### config.mk
export PLATFORM = sky130hd
export DESIGN_NAME = camera_pixel_packer
export DESIGN_NICKNAME = d
export VERILOG_FILES = /design/src/rtl/camera_pixel_packer.sv
export SDC_FILE = /design/constraint.sdc
export NUM_CORES = 1
export LEC_CHECK = 0
export ABC_CLOCK_PERIOD_IN_PS = 7600
export CAP_MARGIN = 5
export CORE_AREA = 2 2 143 145
export CTS_CLUSTER_SIZE = 16
export DETAILED_ROUTE_END_ITERATION = 8
export DIE_AREA = 0 0 145 147
export GPL_ROUTABILITY_DRIVEN = 0
export SYNTH_ARGS = -nofsm -noshare
export SYNTH_HDL_FRONTEND = slang
export SYNTH_SLANG_ARGS = --single-unit
export TNS_END_PERCENT = 50
### constraint.sdc
create_clock -name WBs_CLK_i -period 7.6 [get_ports WBs_CLK_i]
set_input_delay 1.14 -clock WBs_CLK_i [delete_from_list [all_inputs] [get_ports WBs_CLK_i]]
set_output_delay 1.14 -clock WBs_CLK_i [all_outputs]
set_load 0.01 [all_outputs]
### src/rtl/camera_pixel_packer.sv
// Camera capture front end: oversamples the camera bus on the Wishbone clock,
// packs pixel bytes into 32-bit words and pushes them into two alternating banks.
module camera_pixel_packer #(
  parameter int WORDS_PER_BANK = 512,
  parameter int SYNC_STAGES    = 2
) (
  input  logic        WBs_CLK_i,
  input  logic        WBs_RST_i,
  input  logic        PCLK_i,
  input  logic        VSYNC_i,
  input  logic        HREF_i,
  input  logic [7:0]  PIXEL_i,
  input  logic        Enable_i,
  input  logic        Ovf_Clr_i,
  input  logic [1:0]  Bank_Full_i,
  output logic [31:0] Push_Data_o,
  output logic        Push0_o,
  output logic        Push1_o,
  output logic        Bank_Sel_o,
  output logic [15:0] Frame_Cnt_o,
  output logic [11:0] Line_Cnt_o,
  output logic        Frame_Done_o,
  output logic        Overflow_o
);

  localparam int CW = (WORDS_PER_BANK > 1) ? $clog2(WORDS_PER_BANK) : 1;
  localparam logic [CW-1:0] LAST_WORD = CW'(WORDS_PER_BANK - 1);

  typedef enum logic [1:0] {
    S_IDLE    = 2'd0,
    S_ARM     = 2'd1,
    S_WAIT_VS = 2'd2,
    S_CAPTURE = 2'd3
  } state_t;

  state_t state_q, state_d;

  logic [SYNC_STAGES-1:0][10:0] sync_q, sync_d;
  logic        pclk_prev_q, pclk_prev_d;
  logic [1:0]  byte_idx_q, byte_idx_d;
  logic [31:0] word_q, word_d;
  logic        href_prev_q, href_prev_d;
  logic        push_pend_q, push_pend_d;
  logic [31:0] data_q, data_d;
  logic [11:0] line_q, line_d;
  logic [15:0] frame_q, frame_d;
  logic        done_q, done_d;
  logic [CW-1:0] word_cnt_q, word_cnt_d;
  logic        bank_q, bank_d;
  logic        ovf_q, ovf_d;

  logic        pclk_s, vs_s, hr_s, sample_s, full_s;
  logic [7:0]  pix_s;
  logic [11:0] line_inc_s;
  logic [31:0] lane_word_s;

  assign pclk_s   = sync_q[SYNC_STAGES-1][10];
  assign vs_s     = sync_q[SYNC_STAGES-1][9];
  assign hr_s     = sync_q[SYNC_STAGES-1][8];
  assign pix_s    = sync_q[SYNC_STAGES-1][7:0];
  assign sample_s = pclk_s & ~pclk_prev_q;
  assign full_s   = bank_q ? Bank_Full_i[1] : Bank_Full_i[0];

  // Strobes are gated by the full flag seen in the push cycle itself.
  assign Push0_o      = push_pend_q & ~bank_q & ~Bank_Full_i[0];
  assign Push1_o      = push_pend_q &  bank_q & ~Bank_Full_i[1];
  assign Push_Data_o  = data_q;
  assign Bank_Sel_o   = bank_q;
  assign Frame_Cnt_o  = frame_q;
  assign Line_Cnt_o   = line_q;
  assign Frame_Done_o = done_q;
  assign Overflow_o   = ovf_q;

  // FSM state register
  always_ff @(posedge WBs_CLK_i or posedge WBs_RST_i) begin
    if (WBs_RST_i) begin
      state_q <= S_IDLE;
    end else begin
      state_q <= state_d;
    end
  end

  // FSM next-state logic
  always_comb begin
    state_d = state_q;
    if (!Enable_i) begin
      state_d = S_IDLE;
    end else begin
      case (state_q)
        S_IDLE:    state_d = S_ARM;
        S_ARM:     state_d = (sample_s && !vs_s) ? S_WAIT_VS : S_ARM;
        S_WAIT_VS: state_d = (sample_s &&  vs_s) ? S_CAPTURE : S_WAIT_VS;
        S_CAPTURE: state_d = (sample_s && !vs_s) ? S_WAIT_VS : S_CAPTURE;
        default:   state_d = S_IDLE;
      endcase
    end
  end

  // Lane insertion of the sampled byte into the word being assembled
  always_comb begin
    case (byte_idx_q)
      2'd0:    lane_word_s = {pix_s, 24'h000000};
      2'd1:    lane_word_s = {word_q[31:24], pix_s, 16'h0000};
      2'd2:    lane_word_s = {word_q[31:16], pix_s, 8'h00};
      2'd3:    lane_word_s = {word_q[31:8], pix_s};
      default: lane_word_s = 32'h00000000;
    endcase
  end

  // Datapath, counters and push/bank bookkeeping
  always_comb begin
    sync_d      = {sync_q[SYNC_STAGES-2:0], PCLK_i, VSYNC_i, HREF_i, PIXEL_i};
    pclk_prev_d = pclk_s;
    byte_idx_d  = byte_idx_q;
    word_d      = word_q;
    href_prev_d = href_prev_q;
    push_pend_d = 1'b0;
    data_d      = data_q;
    line_d      = line_q;
    frame_d     = frame_q;
    done_d      = 1'b0;
    line_inc_s  = (line_q == 12'hFFF) ? line_q : line_q + 12'd1;

    if (!Enable_i) begin
      byte_idx_d  = 2'd0;
      word_d      = 32'h00000000;
      href_prev_d = 1'b0;
    end else if (sample_s) begin
      case (state_q)
        S_WAIT_VS: begin
          if (vs_s) begin
            line_d      = 12'h000;
            byte_idx_d  = 2'd0;
            word_d      = 32'h00000000;
            href_prev_d = 1'b0;
          end else begin
            line_d = line_q;
          end
        end
        S_CAPTURE: begin
          if (vs_s && hr_s) begin
            href_prev_d = 1'b1;
            if (byte_idx_q == 2'd3) begin
              push_pend_d = 1'b1;
              data_d      = lane_word_s;
              byte_idx_d  = 2'd0;
              word_d      = 32'h00000000;
            end else begin
              word_d     = lane_word_s;
              byte_idx_d = byte_idx_q + 2'd1;
            end
          end else begin
            // Lanes past byte_idx are already zero, so word_q is the padded word.
            if (href_prev_q) begin
              line_d = line_inc_s;
            end else begin
              line_d = line_q;
            end
            if (byte_idx_q != 2'd0) begin
              push_pend_d = 1'b1;
              data_d      = word_q;
            end else begin
              data_d = data_q;
            end
            byte_idx_d  = 2'd0;
            word_d      = 32'h00000000;
            href_prev_d = 1'b0;
            if (!vs_s) begin
              done_d  = 1'b1;
              frame_d = frame_q + 16'd1;
            end else begin
              frame_d = frame_q;
            end
          end
        end
        default: begin
          byte_idx_d = byte_idx_q;
        end
      endcase
    end else begin
      byte_idx_d = byte_idx_q;
    end

    if (push_pend_q) begin
      if (word_cnt_q == LAST_WORD) begin
        word_cnt_d = {CW{1'b0}};
        bank_d     = ~bank_q;
      end else begin
        word_cnt_d = word_cnt_q + CW'(1'b1);
        bank_d     = bank_q;
      end
    end else begin
      word_cnt_d = word_cnt_q;
      bank_d     = bank_q;
    end

    if (push_pend_q && full_s) begin
      ovf_d = 1'b1;
    end else if (Ovf_Clr_i) begin
      ovf_d = 1'b0;
    end else begin
      ovf_d = ovf_q;
    end
  end

  // Datapath registers
  always_ff @(posedge WBs_CLK_i or posedge WBs_RST_i) begin
    if (WBs_RST_i) begin
      sync_q      <= '0;
      pclk_prev_q <= 1'b0;
      byte_idx_q  <= 2'd0;
      word_q      <= 32'h00000000;
      href_prev_q <= 1'b0;
      push_pend_q <= 1'b0;
      data_q      <= 32'h00000000;
      line_q      <= 12'h000;
      frame_q     <= 16'h0000;
      done_q      <= 1'b0;
      word_cnt_q  <= {CW{1'b0}};
      bank_q      <= 1'b0;
      ovf_q       <= 1'b0;
    end else begin
      sync_q      <= sync_d;
      pclk_prev_q <= pclk_prev_d;
      byte_idx_q  <= byte_idx_d;
      word_q      <= word_d;
      href_prev_q <= href_prev_d;
      push_pend_q <= push_pend_d;
      data_q      <= data_d;
      line_q      <= line_d;
      frame_q     <= frame_d;
      done_q      <= done_d;
      word_cnt_q  <= word_cnt_d;
      bank_q      <= bank_d;
      ovf_q       <= ovf_d;
    end
  end

endmodule

After elaboration in Yosys (flattened, before gate mapping):

Cells that the tools add are included.

* reduce and logical (&&, ||, !) cells: 16
* $add $sub $neg: 4
* mux-type cells: 46
* bitwise operators: 11
* equality and inequality tests: 16

Operators by type and width (count)
* two-way mux 32 bit: 8
* case mux 32 bit (4 select lines): 1
* case mux 32 bit (2 select lines): 1
* two-way mux 12 bit: 4
* case mux 12 bit (2 select lines): 1
* two-way mux 1 bit: 20
* adder 16 x 1 -> 16 bit (second input constant): 1
* two-way mux 2 bit: 7
* adder 12 x 1 -> 12 bit (second input constant): 1
* == test 12 bit (second input constant): 1
* AND reduction 5 bit: 2
* adder 9 x 1 -> 9 bit (second input constant): 1
* == test 9 bit (second input constant): 1
* two-way mux 9 bit: 1
* == test 2 bit (second input constant): 4
* inequality test 2 bit (second input constant): 4
* case mux 2 bit (4 select lines): 1
* nonzero test 2 bit: 4
* AND reduction 7 bit: 1
* NOT 1 bit: 6
* bitwise AND 1 bit: 5
* == test 2 x 1 -> 1 bit (second input constant): 2
* logical AND 1 bit: 4
* logical NOT 2 bit: 2
* 9 further kinds: 10

* output and inout bits: 65
* register bits after elaboration: 133
* word-level logic and storage cells: 108

Depth between registers and ports, before layout:

* word-level depth: 7
* mapped depth: 9
* mapped depth without buffers: 8

Least setup slack after synthesis:

Ideal clock, no wire load.

* kind: input -> output
* from: input Bank_Full_i[0]
* to: output Push0_o
* arrival time: 1.399 ns
* path slack: 5.061 ns
* stages on the path: 1
* path through: nor3_1

* longest elaborated chain between the ends: 2

Ends and longest elaborated chain
* start: declaration: line 15 `input logic [1:0] Bank_Full_i,`
* NOT 1 bit: line 65 `assign Push0_o = push_pend_q & ~bank_q & ~Bank_Full_i[0];`
* bitwise AND 1 bit: line 65
* end: declaration: line 17 `output logic Push0_o,`

Every way passes these cells.

Worst setup path in the final report:

Ends and elaborated chain as after synthesis.

==> run_summary.xml <==
<?xml version="1.0" encoding="UTF-8"?>
<metrics>
  <group name="synth">
    <metric name="synthTopCellsByCount" unit="">sky130_fd_sc_hd__dfrtp_1, sky130_fd_sc_hd__nand2_1, sky130_fd_sc_hd__nor2_1</metric>
    <metric name="synth.area.top_cells" unit="">sky130_fd_sc_hd__dfrtp_1, sky130_fd_sc_hd__nand2_1, sky130_fd_sc_hd__nor2_1</metric>
    <metric name="synth_cell_types" unit="">52</metric>
    <metric name="yosysMostFrequentCell" unit="">sky130_fd_sc_hd__dfrtp_1</metric>
    <metric name="yosys_synthesis_warning_count" unit="">0</metric>
    <metric name="synth_top_family_by_area" unit="">compound AO/OA/AOI/OAI gates</metric>
    <metric name="synth_fp_nets" unit="">576</metric>
    <metric name="post_synth_fa_ha_maj_area_fraction" unit="">0.0172</metric>
    <metric name="synth_xor_xnor_area_share" unit="">0.0271</metric>
    <metric name="synth_area_per_cell" unit="um2">10.6</metric>
    <metric name="dominantRegCellSynth" unit="">sky130_fd_sc_hd__dfrtp_1</metric>
    <metric name="synth_top_cell_area_share" unit="">0.572</metric>
    <metric name="synth_largest_area_cell" unit="">sky130_fd_sc_hd__dfrtp_1</metric>
    <metric name="post_synth_inst_count" unit="">551</metric>
    <metric name="yosys-mux-area-fraction" unit="">0.0148</metric>
    <metric name="synth_area" unit="um2">5820</metric>
    <metric name="number_of_enable_type_register_cells_in_the_synthesized_netlist" unit="">0</metric>
    <metric name="synth_area_in_compound_gates" unit="">0.171</metric>
    <metric name="post_synth_and_or_nand_nor_area_fraction" unit="">0.161</metric>
    <metric name="asyncSetResetFlopFracSynth" unit="">1.00</metric>
    <metric name="synth_seq_area_share" unit="">0.572</metric>
    <metric name="number_of_synthesized_register_bits" unit="">133</metric>
  </group>
  <group name="cts">
    <metric name="cts-htree-levels" unit="">4</metric>
    <metric name="postCtsHoldBufs" unit="">0</metric>
    <metric name="clock-sinks" unit="">133</metric>
    <metric name="max-clock-path-buffers" unit="">2</metric>
    <metric name="insertion_delay" unit="ps">410</metric>
    <metric name="cts-resized-gates" unit="">0</metric>
    <metric name="tritoncts" unit="">done</metric>
    <metric name="cts_root_cell" unit="">sky130_fd_sc_hd__clkbuf_16</metric>
    <metric name="cts_buffers" unit="">17</metric>
    <metric name="cts.clk_slew.worst_paths" unit="ps">50</metric>
    <metric name="cts_setup_buffers" unit="">0</metric>
  </group>
  <group name="power_and_ir_drop">
    <metric name="vdd.ir_drop.worst" unit="uV">134</metric>
    <metric name="p_switching" unit="uW">356</metric>
    <metric name="switching_share" unit="">0.214</metric>
    <metric name="power_leakage" unit="nW">3.06</metric>
    <metric name="combinationalPowerShare" unit="">0.041</metric>
    <metric name="finalPower" unit="mW">1.66</metric>
    <metric name="power_frac_clock" unit="">0.516</metric>
    <metric name="cellPowerDensity" unit="nW/um2">223</metric>
    <metric name="sequential_power_share" unit="">0.443</metric>
    <metric name="cellInternalPower" unit="mW">1.31</metric>
  </group>
  <group name="grt">
    <metric name="grt_max_degree" unit="">70</metric>
    <metric name="globalRouteTotalUtil" unit="">0.136</metric>
    <metric name="grt_first_pass_wirelength" unit="um">23300</metric>
    <metric name="gr-total-overflow" unit="">0</metric>
    <metric name="grt_antenna_before_repair" unit="">0</metric>
    <metric name="first_global_vias" unit="">4472</metric>
  </group>
  <group name="setup_path">
    <metric name="reg2reg_from" unit="">byte_idx_q[1]</metric>
    <metric name="critPathRequiredTime" unit="ps">6460</metric>
    <metric name="worst-r2r-cell-count" unit="">6</metric>
    <metric name="peak_fanout_along_the_critical_path" unit="">2</metric>
    <metric name="worst-setup-path-type" unit="">input pin to output port</metric>
    <metric name="r2r_setup_slack" unit="ps">4710</metric>
    <metric name="crit_path_launch_type" unit="">input pin</metric>
    <metric name="critical_path.reg2reg.endpoint" unit="">Push_Data_o[10]</metric>
    <metric name="arrival" unit="ps">2300</metric>
    <metric name="critical_path.endpoint_type" unit="">output port</metric>
  </group>
  <group name="sta">
    <metric name="tightest_slew" unit="ps">1110</metric>
    <metric name="final_min_period_over_clock_period" unit="">0.452</metric>
    <metric name="final.setup.tns" unit="ps">0</metric>
    <metric name="drv_slew" unit="">0</metric>
    <metric name="timing.fmax" unit="MHz">291</metric>
    <metric name="rsz0062_at_grt" unit="">no</metric>
    <metric name="period_needed" unit="ps">3440</metric>
    <metric name="final-setup-viol-count" unit="">0</metric>
    <metric name="finalHoldViolations" unit="">0</metric>
    <metric name="slew_headroom" unit="">0.255</metric>
    <metric name="timing.clock.skew" unit="ps">6.81</metric>
  </group>
  <group name="die">
    <metric name="dieHeight" unit="um">147</metric>
    <metric name="floorplan.io_pins" unit="">82</metric>
    <metric name="die-area" unit="um2">21300</metric>
    <metric name="die_x_extent" unit="um">145</metric>
    <metric name="fp-row-count" unit="">52</metric>
    <metric name="core_region_area" unit="um2">19800</metric>
    <metric name="floorplan.initialDensity" unit="">0.293</metric>
  </group>
  <group name="status">
    <metric name="run_status" unit="">completed</metric>
  </group>
  <group name="layout">
    <metric name="area_growth_syn_to_layout" unit="%">28.0</metric>
    <metric name="drive_above_1_share" unit="">0.0781</metric>
    <metric name="multi_input_comb_area" unit="um2">2290</metric>
    <metric name="nFillCells" unit="">1913</metric>
    <metric name="design.final.nets" unit="">640</metric>
    <metric name="layout.cell_area.non_filler" unit="um2">7450</metric>
    <metric name="seqCellArea" unit="um2">3330</metric>
    <metric name="num_antenna_cells" unit="">0</metric>
  </group>
  <group name="drt">
    <metric name="avgRoutedWirePerCell" unit="um">15.8</metric>
    <metric name="ant_nets" unit="">0</metric>
    <metric name="post-route-drc-count" unit="">0</metric>
    <metric name="initialDrtViolationCount" unit="">410</metric>
    <metric name="firstDrtPassIters" unit="">5</metric>
    <metric name="finalWirelength" unit="um">14200</metric>
    <metric name="detailroute.via_count" unit="">4530</metric>
    <metric name="average_via_count_per_standard_cell" unit="">5.05</metric>
  </group>
  <group name="worst_hold_path">
    <metric name="hold_path.startpoint" unit="">sync_d[11]</metric>
    <metric name="worst_hold_path.endpoint" unit="">pix_s[0]</metric>
    <metric name="hp-class" unit="">flop to flop</metric>
    <metric name="hold-path-cell-count" unit="">0</metric>
  </group>
  <group name="placement">
    <metric name="io_buffer_count" unit="">81</metric>
    <metric name="place_hpwl" unit="um">9230</metric>
    <metric name="post_dp_cell_area" unit="um2">6820</metric>
  </group>
  <group name="flow_run">
    <metric name="cap_violations" unit="">0</metric>
  </group>
</metrics>
-- per-layer routing --
metal	share of wire	track usage	wire length, um
met1	0.46	0.181	6580
met2	0.46	0.208	6520
met3	0.060	0.0413	847
met4	0.016	0.0520	226
met5	0	0	0
-- cell usage in the layout (no fill, tap or decap), types with 2 or more instances in the layout --
| cell | Yosys | final |
|---|---|---|
| sky130_fd_sc_hd__and4_1 | 3 | 3 |
| sky130_fd_sc_hd__nand2_2 | 2 | 2 |
| sky130_fd_sc_hd__nand3_1 | 18 | 18 |
| sky130_fd_sc_hd__mux2_2 | 5 | 5 |
| sky130_fd_sc_hd__bufinv_16 | 0 | 4 |
| sky130_fd_sc_hd__dfrtp_1 | 133 | 133 |
| sky130_fd_sc_hd__nand3b_1 | 2 | 2 |
| sky130_fd_sc_hd__clkinv_2 | 0 | 4 |
| sky130_fd_sc_hd__clkinv_4 | 0 | 2 |
| sky130_fd_sc_hd__clkinvlp_4 | 0 | 2 |
| sky130_fd_sc_hd__nor3_1 | 6 | 6 |
| sky130_fd_sc_hd__o21ai_0 | 14 | 14 |
| sky130_fd_sc_hd__o31ai_1 | 7 | 7 |
| sky130_fd_sc_hd__ha_1 | 8 | 8 |
| sky130_fd_sc_hd__xnor2_1 | 13 | 13 |
| sky130_fd_sc_hd__o22ai_1 | 2 | 2 |
| sky130_fd_sc_hd__a41oi_1 | 2 | 2 |
| sky130_fd_sc_hd__nand2b_1 | 3 | 3 |
| sky130_fd_sc_hd__buf_4 | 2 | 3 |
| sky130_fd_sc_hd__a22o_1 | 19 | 19 |
| sky130_fd_sc_hd__a32o_1 | 7 | 7 |
| sky130_fd_sc_hd__o211ai_1 | 2 | 2 |
| sky130_fd_sc_hd__a31oi_1 | 28 | 28 |
| sky130_fd_sc_hd__nand2_1 | 61 | 61 |
| sky130_fd_sc_hd__and3_1 | 6 | 6 |
| sky130_fd_sc_hd__clkbuf_16 | 0 | 17 |
| sky130_fd_sc_hd__clkdlybuf4s50_1 | 0 | 81 |
| sky130_fd_sc_hd__a22oi_1 | 20 | 20 |
| sky130_fd_sc_hd__nand4_1 | 11 | 11 |
| sky130_fd_sc_hd__nor2_1 | 61 | 61 |
| sky130_fd_sc_hd__xor2_1 | 5 | 5 |
| sky130_fd_sc_hd__a21boi_0 | 4 | 4 |
| sky130_fd_sc_hd__inv_1 | 9 | 8 |
| sky130_fd_sc_hd__mux2i_1 | 3 | 3 |
| sky130_fd_sc_hd__a21oi_1 | 15 | 15 |
| sky130_fd_sc_hd__and2_1 | 12 | 12 |
| sky130_fd_sc_hd__o41ai_1 | 11 | 11 |
| sky130_fd_sc_hd__nor4_1 | 3 | 3 |
-- metrics by stage --
step	hold WS [ps]	std cells	utilization	setup slack (ps)
4_1_cts	351	896	0.375	4140
3_5_place_dp	338	865	0.344	4150
5_1_grt	361	897	0.375	4100
2_1_floorplan	331	551	-	2910
3_3_place_gp	334	865	0.344	4200
6_report	350	897	0.375	4160
-- worst max-delay path, cell delays in order --
cell	delay [ps]
sky130_fd_sc_hd__clkdlybuf4s50_1	430
sky130_fd_sc_hd__nor3_1	160
sky130_fd_sc_hd__clkdlybuf4s50_1	570
-- sequential cells by signal, indices dropped and copies added, names as in the netlist --
register,count
Push_Data_o,32
word_q,32
Frame_Cnt_o,16
Line_Cnt_o,12
sync_d,11
word_cnt_q,9
pix_s,8
byte_idx_q,2
state_q,2
Bank_Sel_o,1
Frame_Done_o,1
Overflow_o,1
hr_s,1
href_prev_q,1
pclk_prev_d,1
pclk_prev_q,1
push_pend_q,1
sync_q,1
-- worst max path at each step --
stage,from,end,slack [ps],depth (start not counted)
2_1_floorplan,WBs_RST_i,Bank_Sel_o,2910,1
3_3_place_gp,Bank_Full_i[0],Push0_o,4200,3
3_5_place_dp,Bank_Full_i[0],Push0_o,4150,3
4_1_cts,Bank_Full_i[0],Push0_o,4140,3
5_1_grt,Bank_Full_i[0],Push0_o,4100,3
6_report,Bank_Full_i[0],Push0_o,4160,3
-- power groups by stage --
stage | Sequential, mW | Combinational, mW | Clock, mW
floorplan | 0.747 | 0.0323 | 0
global placement | 0.748 | 0.0682 | 0
detailed placement | 0.749 | 0.0692 | 0
CTS | 0.736 | 0.0697 | 0.874
global route | 0.737 | 0.0761 | 0.913
finish | 0.736 | 0.0680 | 0.857
-- cell type report --
type                    count  area share
flip-flops and latches    133       0.447
multi-input cells         369       0.307
repair buffers             85       0.113
clock buffers              18      0.0590
well taps                 270      0.0453
clock inverters            13      0.0244
inverters                   9     0.00487
-- cell families (layout without fill, tap and decap cells) --
logic type | Yosys count | count (layout)
simple gates | 198 | 198
flops | 133 | 133
compound gates | 137 | 137
mux | 8 | 8
buf+inv | 49 | 125
xor+xnor | 18 | 18
fa+ha+maj | 8 | 8
No activity file was read; power rests on OpenSTA's default activity.
